[config.mk]
export PLATFORM = sky130hd
export DESIGN_NAME = trade_scheduler
export DESIGN_NICKNAME = d
export VERILOG_FILES = /design/src/rtl/trade_scheduler.sv
export SDC_FILE = /design/constraint.sdc
export NUM_CORES = 1
export LEC_CHECK = 0
export ABC_AREA = 1
export BUFFER_PORTS_ARGS = -buffer_cell sky130_fd_sc_hd__clkbuf_2
export CAP_MARGIN = 5
export CORE_ASPECT_RATIO = 0.7
export CORE_UTILIZATION = 46
export CTS_BUF_LIST = sky130_fd_sc_hd__clkbuf_4 sky130_fd_sc_hd__clkbuf_8
export CTS_CLUSTER_SIZE = 40
export DETAILED_ROUTE_END_ITERATION = 12
export HOLD_SLACK_MARGIN = 0.05
export PLACE_DENSITY_LB_ADDON = 0.08
export SKIP_LAST_GASP = 1
export SLEW_MARGIN = 25
export SYNTH_ARGS = -nofsm -noshare
export SYNTH_HDL_FRONTEND = slang
export SYNTH_SLANG_ARGS = --single-unit
[constraint.sdc]
create_clock -name clk -period 2.4 [get_ports clk]
set_clock_uncertainty 0.15 [all_clocks]
set_input_delay 0.12 -clock clk [delete_from_list [all_inputs] [get_ports clk]]
set_output_delay 0.12 -clock clk [all_outputs]
set_load 0.02 [all_outputs]
[src/rtl/trade_scheduler.sv]
// Round-robin front end that time-shares one day_trading engine among N_CH feed requesters.
// One transaction in flight: grant, hold the word for ENGINE_LAT cycles, capture, respond.
module trade_scheduler #(
  parameter int N_CH       = 4,
  parameter int CH_W       = 2,
  parameter int ENGINE_LAT = 6
) (
  input  logic                 clk,
  input  logic                 rst,
  input  logic [N_CH-1:0]      req_valid,
  input  logic [16*N_CH-1:0]   req_data,
  output logic [N_CH-1:0]      req_ready,
  output logic [15:0]          eng_stock_out,
  input  logic [15:0]          eng_action_in,
  output logic                 resp_valid,
  input  logic                 resp_ready,
  output logic [CH_W-1:0]      resp_ch,
  output logic [15:0]          resp_action,
  output logic                 resp_err,
  output logic                 busy,
  output logic [15:0]          done_cnt
);

  localparam int unsigned      N_U      = N_CH;
  localparam int               CNT_W    = (ENGINE_LAT > 1) ? $clog2(ENGINE_LAT) : 1;
  localparam logic [CNT_W-1:0] CNT_LAST = CNT_W'(ENGINE_LAT - 1);
  localparam logic [CH_W-1:0]  CH_LAST  = CH_W'(N_CH - 1);

  typedef enum logic [1:0] {IDLE, WAIT, RESP} state_t;

  state_t           state;
  logic [CH_W-1:0]  rr_ptr;
  logic [CH_W-1:0]  hold_ch;
  logic [15:0]      hold_data;
  logic [CNT_W-1:0] wait_cnt;

  logic [N_CH-1:0]  grant;
  logic [CH_W-1:0]  win_ch;
  logic [CH_W-1:0]  scan_idx;
  logic [15:0]      win_data;
  logic             found;
  logic             req_hs;
  logic [CH_W-1:0]  next_ptr;

  // Scan upward from rr_ptr, wrapping modulo N_CH; the first asserted request wins.
  always_comb begin
    grant    = '0;
    win_ch   = '0;
    scan_idx = '0;
    found    = 1'b0;
    for (int unsigned k = 0; k < N_U; k++) begin
      scan_idx = CH_W'((32'(rr_ptr) + k) % N_U);
      if (!found && req_valid[scan_idx]) begin
        found           = 1'b1;
        grant[scan_idx] = 1'b1;
        win_ch          = scan_idx;
      end
    end
    win_data = 16'(req_data >> {win_ch, 4'b0000});
  end

  assign req_ready     = (state == IDLE && rst) ? grant : '0;
  assign req_hs        = |(req_valid & req_ready);
  assign next_ptr      = (hold_ch == CH_LAST) ? '0 : hold_ch + 1'b1;
  assign eng_stock_out = hold_data;
  assign busy          = (state != IDLE);

  always_ff @(posedge clk) begin
    if (!rst) begin
      state       <= IDLE;
      rr_ptr      <= '0;
      hold_ch     <= '0;
      hold_data   <= '0;
      wait_cnt    <= '0;
      resp_valid  <= 1'b0;
      resp_ch     <= '0;
      resp_action <= '0;
      resp_err    <= 1'b0;
      done_cnt    <= '0;
    end else begin
      case (state)
        IDLE: begin
          if (req_hs) begin
            hold_data <= win_data;
            hold_ch   <= win_ch;
            wait_cnt  <= '0;
            state     <= WAIT;
          end
        end
        WAIT: begin
          wait_cnt <= wait_cnt + 1'b1;
          if (wait_cnt == CNT_LAST) begin
            resp_action <= eng_action_in;
            resp_err    <= (eng_action_in == 16'd0) || (eng_action_in > 16'd8);
            resp_ch     <= hold_ch;
            resp_valid  <= 1'b1;
            state       <= RESP;
          end
        end
        RESP: begin
          if (resp_ready) begin
            resp_valid <= 1'b0;
            rr_ptr     <= next_ptr;
            done_cnt   <= done_cnt + 16'd1;
            state      <= IDLE;
          end
        end
        default: state <= IDLE;
      endcase
    end
  end

endmodule

# --- Yosys cells after proc, flatten, opt, wreduce, memory -nomap -nowiden ---
# Index checks and enable logic that the tools add are counted.
word_totals:
  reg_bits: 61
  output_inout_bits: 57
  elab_cells: 99
  input_bits: 87
classes:
  n_lt_le_gt_ge: 9
  add_sub_neg: 6
  n_bitwise: 4
  n_reduce_logical: 24
  eq_ne: 7
  n_shift: 1
  muxes: 38
ops:
  columns: ["op", "n"]
  rows:
  - ["$shr A64 B6 Y16", 1]
  - ["$mux W4", 5]
  - ["$add A16 B1 Y16 const B", 1]
  - ["$gt A16 B4 Y1 const B", 1]
  - ["$logic_not A16 Y1", 1]
  - ["$mux W2", 8]
  - ["$mux W1", 13]
  - ["$lt A2 B3 Y1 const B", 4]
  - ["$or A4 B4 Y4", 3]
  - ["$bmux W1 S2", 4]
  - ["$demux W1 S2", 4]
  - ["$ge A2 B1 Y1 const B", 4]
  - ["$logic_and A1 B1 Y1", 8]
  - ["$reduce_and A2 Y1", 4]
  - ["$ne A2 B2 Y1 const B", 3]
  - ["$pmux W2 S3", 1]
  - ["$pmux W3 S2", 1]
  - ["$reduce_and A3 Y1", 2]
  - ["$reduce_bool A2 Y1", 3]
  - ["$add A2 B1 Y2 const B", 2]
  - ["$add A2 B2 Y2 const B", 2]
  - ["$and A4 B4 Y4", 1]
  - ["$eq A2 B2 Y1 const B", 2]
  - ["$reduce_or A4 Y1", 1]
  - ["other kinds (8)", 10]

# --- Depth between registers and ports, before layout ---
logic_depth:
  ltp_word: 17
  mapped_depth: 16
  ltp_nobuf: 15

# --- Worst setup path before layout ---
# Ideal clock, no wire load.
synth_path:
  kind: "flip-flop to flip-flop"
  startpoint: "register rr_ptr[0]"
  endpoint: "register hold_data[10], in the netlist eng_stock_out[10]"
  period_less_slack_ns: 2.508
  arrival_ns: 2.246
  required_ns: 2.139
  path_stages_with_launch: 16
  n_path_buf: 2
  setup_ns: 0.111
  setup_slack_ns: -0.108
  cell_sequence: "dfxtp_1 inv_2 ha_1 inv_1 nand3_1 nand2_1 nor2_2 nand2_1 o21ai_1 a21oi_2 buf_4 buf_4 a21oi_1 o21ai_1 nor2_1 nor2_1"
synth_between:
  elab_chain_len: 16
  elab_cells_between_ends: 56
  classes_between: "add/sub: 3; order compare: 8; shift: 1; mux: 28; bitwise: 4; reduce/logical: 12"
synth_lines:
  columns: ["element", "line", "rtl"]
  rows:
  - ["start, declared", "32", "logic [CH_W-1:0] rr_ptr;"]
  - ["start signal, assigned", "103", "rr_ptr <= next_ptr;"]
  - ["branches (longest 16 deep; another with $lt A2 B3 Y1)", null, null]
  - ["end signal, assigned", "84", "hold_data <= win_data;"]
  - ["end, declared", "34", "logic [15:0] hold_data;"]
# Several ways; the timed one is not identified. The select of a mux whose other input is x is not followed.
# A chain may end at the register's enable or synchronous reset.

# --- Worst setup path in the final report ---
# Same ends and word-level chain as after synthesis.

==> results.yml <==
placed_design:
  dp_slack_ns: 0.00409
  dpl.cell_count: 807
  placed_area_um2: 4590
  io_buffer_count: 143
  hpwl_um: 7320
  routabilityCongestion: 0.891
clocking:
  clkLatencyLatePin_ns: 0.35
  cts_buffers: 9
  clk_pin_slew_ns: 0.08
  cts_sinks: 61
  h-tree-depth: 3
  cts_tree: "done"
  root_buffer: "clkbuf_8"
  clock_path_buffers: 2
power:
  finalPower_mw: 2.68
  intPower_mw: 1.94
  sw_frac_of_total_pct: 27.7
  power_frac_comb_pct: 20.3
  switching_power_uw: 742
  irDropWorstVdd_v: 0.000409
  seqPwrFrac_pct: 39.7
  power_per_cell_area_nw_per_um2: 493
  p_clk_share_pct: 39.9
  p_leak_nw: 2.78
worst_setup_path:
  crit_path_max_fanout: 12
  critical-path-max-stage-delay_ns: 0.34
  critPathKind: "flop to flop"
  rr_worst_depth: 17
  path_cells: "inv_2 -> buf_6 -> nand2_2 -> nand3_4 -> nand2_4 -> inv_2 -> nand2_2 -> nor2_4 -> buf_6 -> a21oi_4 -> buf_4 -> clkbuf_16 -> nand3b_1 -> nand3_1 -> o21ai_1 -> nor2_1 -> nor2_1"
  crit_arrival_ns: 2.37
  crit_path_start_kind: "flop"
  worstPathRequired_ns: 2.50
  crit_cells: 17
  end_kind: "flop"
  crit_family: "simple AND/OR/NAND/NOR gates"
  timing.critical_path.buf_inv: 6
  slowest_stage: "dfxtp_2"
yosys:
  synth_seq_cells: 61
  syn_inst: 574
  synth_area_leaders: "dfxtp_1 33%, nand2_1 12%, nor2_1 9.2%"
  synth.avg_cell_area_um2: 6.46
  synth_ff_type: "dfxtp_1"
  yosysSeqAreaShare_pct: 32.9
  synth.net_count: 672
  synthesis.area_um2: 3710
  synth-async-reset-ratio_pct: 0
  yosysMostFrequentCell: "nand2_1"
  synth-edff-count: 0
  yosysWarnings: 0
  synth_top_area_share_pct: 32.9
  synth.largest_area_cell: "dfxtp_1"
  synth_cell_type_count: 32
  ys_top_cells_by_count: "118 x nand2_1, 91 x nor2_1, 64 x inv_1"
sta:
  slew_viol_final: 0
  clock.fmax_ghz: 0.440
  slew-limit-headroom_pct: 66.6
  holdWs_ns: 0.0570
  min_period_over_period_pct: 94.6
  fin_ws_ns: 0.129
  hold_viol_final: 0
  rsz0062_at_grt: "true"
  final-setup-viol-count: 0
  fin_crit_ns: 2.27
  worst_slew_pin_slew_ns: 0.499
detailed_routing:
  routed_via_density: 5.02
  drt_first_pass_iters: 4
  wl_met1_um: 5220
  post-route-drc-count: 0
  routed_wl_um: 11300
  first_iter_violations: 223
  wl_met3_um: 891
  wl_met2_um: 5000
  ant_nets: 0
  wl_per_cell_um: 12.9
  dr.max_layer_used: "met4"
  vias: 4379
min_path:
  worstHoldPathCells: 4
  hold_class: "input pin to flop"
die:
  dieWidth_um: 109
  pin_count: 144
  initial_core_util_pct: 49.1
  die_y_um: 77.1
  rows: 26
  die_area_um2: 8430
  core_um2: 7550
cells_and_area:
  num_antenna_cells: 0
  final_nets: 868
  fin_area_um2: 5440
  layout-drive-gt1-share_pct: 27.6
  area_growth_pct: 46.8
  fill_cells: 609
  fin_cells: 873
outcome:
  outcome: "finished clean"
global_routing:
  grt_pass1_wl_um: 17700
  grt.overflow.total: 0
  track_usage_pct: 26.5
  first_global_vias: 4014
  grt_start_max_net_pins: 50
  antenna_found_initial: 0
flow_run:
  drv_cap: 0
==> cell usage in the layout (no fill, tap or decap), types with 10 or more instances in the layout <==
cell,n
dfxtp_1,59
nor3_1,10
dlygate4sd3_1,43
clkbuf_8,11
buf_4,13
clkbuf_2,143
nor2_1,90
o21ai_0,31
inv_1,62
a21oi_1,36
nand3_1,38
ha_1,10
o21ai_1,15
nand3b_1,32
nand2_1,114
==> final timing paths <==
kind	start	end	slack (ns)
worst max-delay path	rr_ptr[0]	eng_stock_out[10]	0.13
worst min-delay path	rst	wait_cnt[1]	0.06
worst max register to register	rr_ptr[0]	eng_stock_out[10]	0.13
worst min register to register	done_cnt[13]	done_cnt[13]	0.34
==> worst register-to-register path, cell delays in order (launching register included) <==
cell and delay [ns]:
dfxtp_2 0.34, inv_2 0.05, buf_6 0.14, nand2_2 0.09, nand3_4 0.10, nand2_4 0.15, inv_2 0.07, nand2_2 0.08
nor2_4 0.05, buf_6 0.12, a21oi_4 0.13, buf_4 0.17, clkbuf_16 0.17, nand3b_1 0.08, nand3_1 0.09, o21ai_1 0.07
nor2_1 0.09, nor2_1 0.05
==> per-stage QoR <==
stage / util [%] / TNS, ns
5_1_grt: 72.1 / -0.0870
3_5_place_dp: 60.8 / 0
4_1_cts: 69.7 / 0
2_1_floorplan: - / 0
3_3_place_gp: 60.8 / 0
6_report: 72.1 / 0
==> kinds of logic after synthesis <==
family                     count (synthesis)  share of synthesized area, %
and+or+nand+nor                          311                          38.3
buffers and inverters                     95                          11.0
AOI/OAI and AO/OA                         90                          12.7
DFF                                       61                          32.9
adders and majority gates                 11                          3.71
xor gates and xnor gates                   6                          1.42
==> layer usage <==
metal | track usage (%) | up-vias
met3 | 7.06 | 16
met5 | 0 | -
met2 | 41.8 | 161
met4 | 8.27 | 0
met1 | 35.0 | 1960
li1 | - | 2242
==> registers in the layout (all words and copies together) (netlist names) <==
name and flops:
rr_ptr 2, done_cnt 16, resp_action 16, resp_valid 1
wait_cnt 3, resp_err 1, state 2, resp_ch 2
hold_ch 2, eng_stock_out 16
==> power by group through the flow <==
| stage | Sequential (mW) | Clock, mW | Combinational [mW] |
|---|---|---|---|
| after floorplan | 1.12 | 0 | 0.258 |
| after global placement | 1.09 | 0 | 0.442 |
| after detailed placement | 1.09 | 0 | 0.452 |
| after CTS | 1.07 | 1.09 | 0.507 |
| after global routing | 1.07 | 1.13 | 0.603 |
| final | 1.07 | 1.07 | 0.546 |
==> what timing repair did <==
item / CTS / global route
hold endpoints to repair: 34 / 0
pin swaps: 0 / 9
gates cloned: 0 / 3
endpoints found under the setup margin: 1 / 29
resized for setup: 1 / 23
buffers inserted: 0 / 4
hold buffers: 43 / 0
==> layout make-up <==
class	count	area (µm²)	share of cell area (%)
multi-input cells	418	2160	39.7
repair buffers	211	1440	26.5
flip-flops and latches	61	1220	22.5
inverters	69	262	4.80
clock buffers	11	151	2.78
well taps	98	123	2.25
clock inverters	5	82.6	1.52
(Power assumes the default switching activity.)
